<file path="config.mk">
export PLATFORM = sky130hd
export DESIGN_NAME = inst_ram_arb_flat
export DESIGN_NICKNAME = d
export VERILOG_FILES = /design/src/rtl/inst_ram_arb_if.sv /design/src/rtl/inst_ram_arb.sv /design/src/flat_wrapper.sv
export SDC_FILE = /design/constraint.sdc
export NUM_CORES = 1
export LEC_CHECK = 0
export BUFFER_PORTS_ARGS = -buffer_cell sky130_fd_sc_hd__buf_2
export CAP_MARGIN = 10
export CORE_MARGIN = 2
export CORE_UTILIZATION = 45
export CTS_CLUSTER_SIZE = 28
export DETAILED_ROUTE_END_ITERATION = 10
export GPL_ROUTABILITY_DRIVEN = 0
export GPL_TIMING_DRIVEN = 0
export MAX_ROUTING_LAYER = met4
export PLACE_DENSITY = 0.72
export SLEW_MARGIN = 20
export SYNTH_ARGS = -nofsm -noshare
export SYNTH_HDL_FRONTEND = slang
export SYNTH_SLANG_ARGS = --single-unit
</file>
<file path="constraint.sdc">
create_clock -name clk -period 6.25 [get_ports clk]
set_input_delay 1.25 -clock clk [delete_from_list [all_inputs] [get_ports clk]]
set_output_delay 1.25 -clock clk [all_outputs]
set_load 0.005 [all_outputs]
</file>
<file path="src/rtl/inst_ram_arb_if.sv">
// Bundle of fetch, loader and RAM-side signals shared by the instruction RAM arbiter.
// The slave modport is the arbiter's view; the master modport is the view of the requesters and the RAM.
interface inst_ram_arb_if #(
   parameter int ADDR_W = 10,
   parameter int MEM_W  = 8,
   parameter int INST_W = 32
);
   logic              fetch_req;
   logic [ADDR_W-1:0] fetch_addr;
   logic              fetch_gnt;
   logic              fetch_valid;
   logic [INST_W-1:0] fetch_data;

   logic              ld_valid;
   logic              ld_ready;
   logic [ADDR_W-1:0] ld_addr;
   logic [INST_W-1:0] ld_data;
   logic              ld_done;
   logic [15:0]       ld_count;

   logic [ADDR_W-1:0] ram_addr;
   logic [MEM_W-1:0]  ram_din;
   logic              ram_en;
   logic              ram_we;
   logic [INST_W-1:0] ram_dout;

   modport slave (
      input  fetch_req, fetch_addr, ld_valid, ld_addr, ld_data, ram_dout,
      output fetch_gnt, fetch_valid, fetch_data, ld_ready, ld_done, ld_count,
             ram_addr, ram_din, ram_en, ram_we
   );

   modport master (
      output fetch_req, fetch_addr, ld_valid, ld_addr, ld_data, ram_dout,
      input  fetch_gnt, fetch_valid, fetch_data, ld_ready, ld_done, ld_count,
             ram_addr, ram_din, ram_en, ram_we
   );
endinterface

</file>
<file path="src/rtl/inst_ram_arb.sv">
// Shares the single byte-wide instruction RAM port between fetch reads and loader word writes.
// Each accepted loader word becomes four uninterrupted byte writes, always followed by an IDLE cycle.
module inst_ram_arb #(
   parameter int ADDR_W = 10,
   parameter int MEM_W  = 8,
   parameter int INST_W = 32
) (
   input logic           clk,
   input logic           rst,
   inst_ram_arb_if.slave bus
);
   typedef enum logic [2:0] {IDLE, WR0, WR1, WR2, WR3} state_e;

   state_e            state_q, state_d;
   logic [ADDR_W-1:0] base_q, base_d;
   logic [INST_W-1:0] wdata_q, wdata_d;
   logic [15:0]       ld_count_q, ld_count_d;
   logic              fetch_valid_q;
   logic [INST_W-1:0] fetch_data_q;
   logic [ADDR_W-1:0] addr_hold_q;
   logic [MEM_W-1:0]  din_hold_q;

   logic              fetch_gnt, ld_ready, ld_done, ram_en, ram_we;
   logic [ADDR_W-1:0] ram_addr;
   logic [MEM_W-1:0]  ram_din;
   logic [1:0]        byte_idx;

   always_comb begin
      // NOTE: every output of this block gets a default first, so no path can infer a latch.
      state_d    = state_q;
      base_d     = base_q;
      wdata_d    = wdata_q;
      ld_count_d = ld_count_q;
      fetch_gnt  = 1'b0;
      ld_ready   = 1'b0;
      ld_done    = 1'b0;
      ram_en     = 1'b0;
      ram_we     = 1'b0;
      ram_addr   = addr_hold_q;
      ram_din    = din_hold_q;
      byte_idx   = 2'd0;

      case (state_q)
         IDLE: begin
            ld_ready  = 1'b1;
            fetch_gnt = bus.fetch_req;
            if (bus.fetch_req) begin
               ram_en   = 1'b1;
               ram_addr = bus.fetch_addr;
            end
            // The accept cycle leaves the RAM port to fetch; the word is written in the next four cycles.
            if (bus.ld_valid) begin
               base_d  = bus.ld_addr & ~ADDR_W'(3);
               wdata_d = bus.ld_data;
               state_d = WR0;
            end
         end
         WR0: begin
            byte_idx = 2'd0;
            state_d  = WR1;
         end
         WR1: begin
            byte_idx = 2'd1;
            state_d  = WR2;
         end
         WR2: begin
            byte_idx = 2'd2;
            state_d  = WR3;
         end
         WR3: begin
            byte_idx = 2'd3;
            state_d  = IDLE;
            ld_done  = 1'b1;
            if (ld_count_q != 16'hFFFF) ld_count_d = ld_count_q + 16'd1;
         end
         default: state_d = IDLE;
      endcase

      if (state_q != IDLE) begin
         ram_en   = 1'b1;
         ram_we   = 1'b1;
         ram_addr = base_q + ADDR_W'(byte_idx);
         ram_din  = wdata_q[byte_idx*MEM_W +: MEM_W];
      end

      // State is already forced to IDLE during reset, but IDLE would still grant a live fetch_req.
      if (rst) begin
         fetch_gnt = 1'b0;
         ld_ready  = 1'b0;
         ld_done   = 1'b0;
         ram_en    = 1'b0;
         ram_we    = 1'b0;
      end
   end

   always_ff @(posedge clk or posedge rst) begin
      if (rst) begin
         state_q       <= IDLE;
         base_q        <= '0;
         wdata_q       <= '0;
         ld_count_q    <= '0;
         fetch_valid_q <= 1'b0;
         fetch_data_q  <= '0;
         addr_hold_q   <= '0;
         din_hold_q    <= '0;
      end else begin
         // NOTE: sequential state uses non-blocking assignments so every register samples pre-edge values.
         state_q       <= state_d;
         base_q        <= base_d;
         wdata_q       <= wdata_d;
         ld_count_q    <= ld_count_d;
         fetch_valid_q <= fetch_gnt;
         fetch_data_q  <= bus.ram_dout;
         addr_hold_q   <= ram_addr;
         din_hold_q    <= ram_din;
      end
   end

   assign bus.fetch_gnt   = fetch_gnt;
   assign bus.fetch_valid = fetch_valid_q;
   assign bus.fetch_data  = fetch_data_q;
   assign bus.ld_ready    = ld_ready;
   assign bus.ld_done     = ld_done;
   assign bus.ld_count    = ld_count_q;
   assign bus.ram_addr    = ram_addr;
   assign bus.ram_din     = ram_din;
   assign bus.ram_en      = ram_en;
   assign bus.ram_we      = ram_we;
endmodule

</file>
<file path="src/flat_wrapper.sv">
// flat-port wrapper written by rule: the top's interface ports become plain ports
module inst_ram_arb_flat 
#(
   parameter int ADDR_W = 10,
   parameter int MEM_W  = 8,
   parameter int INST_W = 32
)
  (clk, rst, bus_fetch_req, bus_fetch_addr, bus_ld_valid, bus_ld_addr, bus_ld_data, bus_ram_dout, bus_fetch_gnt, bus_fetch_valid, bus_fetch_data, bus_ld_ready, bus_ld_done, bus_ld_count, bus_ram_addr, bus_ram_din, bus_ram_en, bus_ram_we);
  inst_ram_arb_if #(.ADDR_W(ADDR_W), .MEM_W(MEM_W), .INST_W(INST_W)) bus_i ();
  input logic clk;
  input logic rst;
  input wire logic [$bits(bus_i.fetch_req)-1:0] bus_fetch_req;
  input wire logic [$bits(bus_i.fetch_addr)-1:0] bus_fetch_addr;
  input wire logic [$bits(bus_i.ld_valid)-1:0] bus_ld_valid;
  input wire logic [$bits(bus_i.ld_addr)-1:0] bus_ld_addr;
  input wire logic [$bits(bus_i.ld_data)-1:0] bus_ld_data;
  input wire logic [$bits(bus_i.ram_dout)-1:0] bus_ram_dout;
  output wire logic [$bits(bus_i.fetch_gnt)-1:0] bus_fetch_gnt;
  output wire logic [$bits(bus_i.fetch_valid)-1:0] bus_fetch_valid;
  output wire logic [$bits(bus_i.fetch_data)-1:0] bus_fetch_data;
  output wire logic [$bits(bus_i.ld_ready)-1:0] bus_ld_ready;
  output wire logic [$bits(bus_i.ld_done)-1:0] bus_ld_done;
  output wire logic [$bits(bus_i.ld_count)-1:0] bus_ld_count;
  output wire logic [$bits(bus_i.ram_addr)-1:0] bus_ram_addr;
  output wire logic [$bits(bus_i.ram_din)-1:0] bus_ram_din;
  output wire logic [$bits(bus_i.ram_en)-1:0] bus_ram_en;
  output wire logic [$bits(bus_i.ram_we)-1:0] bus_ram_we;
  assign bus_i.fetch_req = bus_fetch_req;
  assign bus_i.fetch_addr = bus_fetch_addr;
  assign bus_i.ld_valid = bus_ld_valid;
  assign bus_i.ld_addr = bus_ld_addr;
  assign bus_i.ld_data = bus_ld_data;
  assign bus_i.ram_dout = bus_ram_dout;
  assign bus_fetch_gnt = bus_i.fetch_gnt;
  assign bus_fetch_valid = bus_i.fetch_valid;
  assign bus_fetch_data = bus_i.fetch_data;
  assign bus_ld_ready = bus_i.ld_ready;
  assign bus_ld_done = bus_i.ld_done;
  assign bus_ld_count = bus_i.ld_count;
  assign bus_ram_addr = bus_i.ram_addr;
  assign bus_ram_din = bus_i.ram_din;
  assign bus_ram_en = bus_i.ram_en;
  assign bus_ram_we = bus_i.ram_we;
  inst_ram_arb #(.ADDR_W(ADDR_W), .MEM_W(MEM_W), .INST_W(INST_W)) u_core (.clk(clk), .rst(rst), .bus(bus_i));
endmodule
</file>
# Word-level counts from Yosys, hierarchy flattened
# Index checks and enable logic that the tools add are counted.
# totals
latch_bits	0
word_cells	40
ramBits	0
rom_bits	0
regBits	110
input_bits	88
output_inout_bits	72
n_memories	0
# classes
n_bitwise	0
shifts	1
n_mul	0
addsub	2
order_cmp	0
n_reduce_logical	4
n_div	0
mux	19
eq_ne	6
# ops
cell	n
$shiftx A32 B6 Y8	1
$mux W10	3
$add A16 B1 Y16 const B	1
$ne A16 B16 Y1 const B	1
$mux W1	12
$pmux W3 S4	1
$add A10 B2 Y10	1
$mux W8	1
$eq A3 B2 Y1 const B	2
$pmux W2 S3	1
$reduce_and A2 Y1	2
$eq A3 B1 Y1 const B	1
$eq A3 B3 Y1 const B	1
$logic_not A3 Y1	1
$mux W3	1
$reduce_bool A3 Y1	1
$ne A2 B2 Y1 const B	1

# Depth between registers and ports, before layout
# depth
depth_word	4
mapped_depth	7
mapped_depth_nobuf	5

# Worst setup path after synthesis
# No wires, ideal clock.
# synth_timing
path_type	input to output
start	input port rst
end	output port bus_fetch_gnt
path_buffers	0
t_required_ns	5.000
cell_stages	2
path_slack_ns	1.023
arrival_time_ns	3.977
cell_sequence	inv_1 and3_1
# synth_via
elab_chain_len	1
# synth_rtl
item	line	source
start, declared	flat_wrapper.sv:11	input logic rst;
$mux W1	inst_ram_arb.sv:87	if (rst) begin
end, declared	flat_wrapper.sv:18	output wire logic [$bits(bus_i.fetch_gnt)-1:0] bus_fetch_gnt;
# No other way between the ends.

# Worst setup path in the final report
# layout_timing
start	input port bus_fetch_req
end	output port bus_ram_addr[5]
# layout_via
elab_chain_len	3
# layout_rtl
item	line	source
start, declared	flat_wrapper.sv:12	input wire logic [$bits(bus_i.fetch_req)-1:0] bus_fetch_req;
$mux W10	inst_ram_arb.sv:47	if (bus.fetch_req) begin
$mux W10	inst_ram_arb.sv:43	case (state_q)
$mux W10	inst_ram_arb.sv:79	if (state_q != IDLE) begin
end, declared	flat_wrapper.sv:24	output wire logic [$bits(bus_i.ram_addr)-1:0] bus_ram_addr;
# No other way between the ends.

==> run metrics <==
drt total wl=10010 microns; CP Data Required Time=5.00 ns; reg2reg start=u_core.state_q[0]; Yosys warning count=0; die extent in y=102.3 microns; top cells by area, synth=dfrtp_1 63%, mux2_2 9.1%, nand2_1 2.7%; Post-synth top flop=dfrtp_1; Synth Register Bits=110; worst skew pair latency=0.36 ns; fillers=833; Arrival @ worst endpoint=2.46 ns; crit-path cells=buf_2 > buf_1 > mux2i_1 > o21ai_0 > buf_2; Post-Syn Area=0.004352 sq mm; core area=0.009328 sq mm; DRT iter0 DRCs=117; post-cts resize count=0; Leakage=0.002745 uW; met3 wire length=405 microns; Total Routing Usage GR=20.58%; final core utilization=59.07%; buffer and inverter count on the worst path=3; share of layout cells above drive strength 1=41.97%; sequential fraction of the synthesis area=63.25%; PortBufs=157; CTS Buf Count=9; number of synthesized flops with an enable pin=0; final setup vio count=0; Rows=35; Post-Route M1 WL=4321 microns; status=completed; Tcrit/Tclk final=59.33%; placed cells=642; Crit path largest cell delay=0.51 ns; io pins=160; WHS Path Cells=1; htree depth=3; syn_area_per_cell=12.26 sq um; Final Max Tran Viols=0; initial antenna violation count=0; Post-synth ARST share=100.0%; critical setup path kind=input pin to primary output; CP dominant cell by count=buf_2; power density over cell area=423.8 mW/mm^2; clk_skew=0.01021 ns; Clock Pin Slew Worst Setup and Hold Paths=0.09 ns; RSZ-0062 raised after global routing=false; Final nets=613; Vias=3309; Max-slew headroom=56.71%; non-filler instance count after layout=658; Clock Sinks=110; Synth area leader=dfrtp_1; Final ANT Viol Nets=0; n_diodes=0; Clock Tree Buf Depth=2; Die ar.=0.01047 sq mm; total negative setup slack=0 ns; vias in the first global route=3256; Critical Path Start Type=input pin; # Max-Cap Violations=0; root buf cell=clkbuf_8; Worst Setup End Kind=primary output; first-pass GRT wire length=15950 microns; CTS Hold Buffers Added=0; 1st-pass router iterations=4; Initial Util=46.65%; Post-synth top cells=110 x dfrtp_1, 35 x mux2_2, 31 x nand2_1, 24 x nor2_1, 18 x a21oi_1; most frequent cell after synthesis=dfrtp_1; met2 WL=5099 microns; Wirelength per Cell=15.21 microns; placed cell area=0.005331 sq mm; Cell variety after synth=39; die extent in x=102.3 microns; Hold WC Path Type=register to register; vias per cell=5.029; worst reg2reg endpoint=u_core.base_q[2]; DRC Markers=0; CTS tree=built; hold path endpoint=u_core.base_q[3]; design area=0.005510 sq mm; cells after synthesis=355; Pwr Total=2335 uW; largest net degree at the start of global routing=64; cells on worst reg2reg path=6; Detailed Place HPWL=7361 microns; fmax=269.7 MHz; worst-margin pin slew=0.6494 ns; HP Start=u_core.base_q[3]; critical path peak fanout=10; slowest library cell on the worst path=buf_1; delay-heaviest family, CP=buffers and inverters; peak supply drop=0.2028 mV; post-synth top area share=63.25%; min Tclk post-route=3.708 ns; P&R area growth vs syn=26.62%; gr ovfl total=0; FF-to-FF setup slack=4.03 ns; top routing layer in use=met4; Hold Vio Cnt, Final=0; setup bufs post-CTS=0; Synth Net Count=444
-- where the power goes --
part / switching, uW / internal [uW] / total, uW / leakage [uW]
logic: 474 / 417 / 891 / 0.00132
clock network: 249 / 151 / 400 / 0.0000923
registers: 107 / 937 / 1040 / 0.00134
-- registers in the layout (all words and copies together) (netlist names) --
register,count
u_core.wdata_q,32
u_core.bus.fetch_valid,1
u_core.din_hold_q,8
u_core.bus.ld_count,16
u_core.bus.fetch_data,32
u_core.state_q,3
u_core.base_q,8
u_core.addr_hold_q,10
-- layout by cell type, fill, tap and decap left out, drive strengths merged, types with 16 or more instances in the layout --
cell type / netlist / layout
a21oi: 18 / 18
buf: 9 / 167
clkbuf: 11 / 20
dfrtp: 110 / 110
inv: 13 / 17
mux2: 36 / 36
nand2: 31 / 31
nor2: 24 / 24
o21ai: 16 / 16
-- logic make-up (layout without fill, tap and decap cells) --
group / Yosys count / in the layout / synth area share (%)
XOR/XNOR: 11 / 11 / 2.214
AND/OR/NAND/NOR: 99 / 99 / 11.50
multiplexers: 44 / 44 / 11.16
adder cells (fa/ha/maj): 1 / 1 / 0.2875
AO/OA/AOI/OAI: 57 / 57 / 8.396
flip-flops: 110 / 110 / 63.25
buffers and inverters: 33 / 207 / 3.192
-- per-stage QoR --
stage / hold WS (ns) / setup slack (ns)
after CTS: 0.5212 / 2.475
after global routing: 0.5326 / 2.365
after detailed placement: 0.4957 / 2.481
after floorplan: 0.4805 / 1.023
final: 0.5172 / 2.542
after global placement: 0.4899 / -0.07862
-- routing by layer --
| layer | up-vias | global-route usage [%] |
|---|---|---|
| li1 | 1562 | - |
| met3 | 12 | 3.215 |
| met5 | - | - |
| met1 | 1632 | 26.71 |
| met2 | 103 | 32.95 |
| met4 | 0 | 7.590 |
-- worst max-delay path by stage --
stage                  startpoint               to  slack (ns)  depth (start not counted)
floorplan                     rst    bus_fetch_gnt        1.02                          2
global placement              rst    bus_fetch_gnt       -0.08                          4
detailed placement            rst    bus_fetch_gnt        2.48                          5
CTS                           rst    bus_fetch_gnt        2.48                          5
global route        bus_fetch_req  bus_ram_addr[2]        2.36                          5
finish              bus_fetch_req  bus_ram_addr[5]        2.54                          5
-- area by class of cell --
type	count	area, sq um	share of cell area (%)
inverter	13	53.80	0.9764
clock inverter	7	55.05	0.9991
sequential	110	2753	49.95
multi-input combinational	212	1460	26.50
tap	129	161.4	2.929
timing repair buffer	158	813.3	14.76
buffer	20	90.09	1.635
clock buffer	9	123.9	2.248
Power figures use the tool's default switching activity.
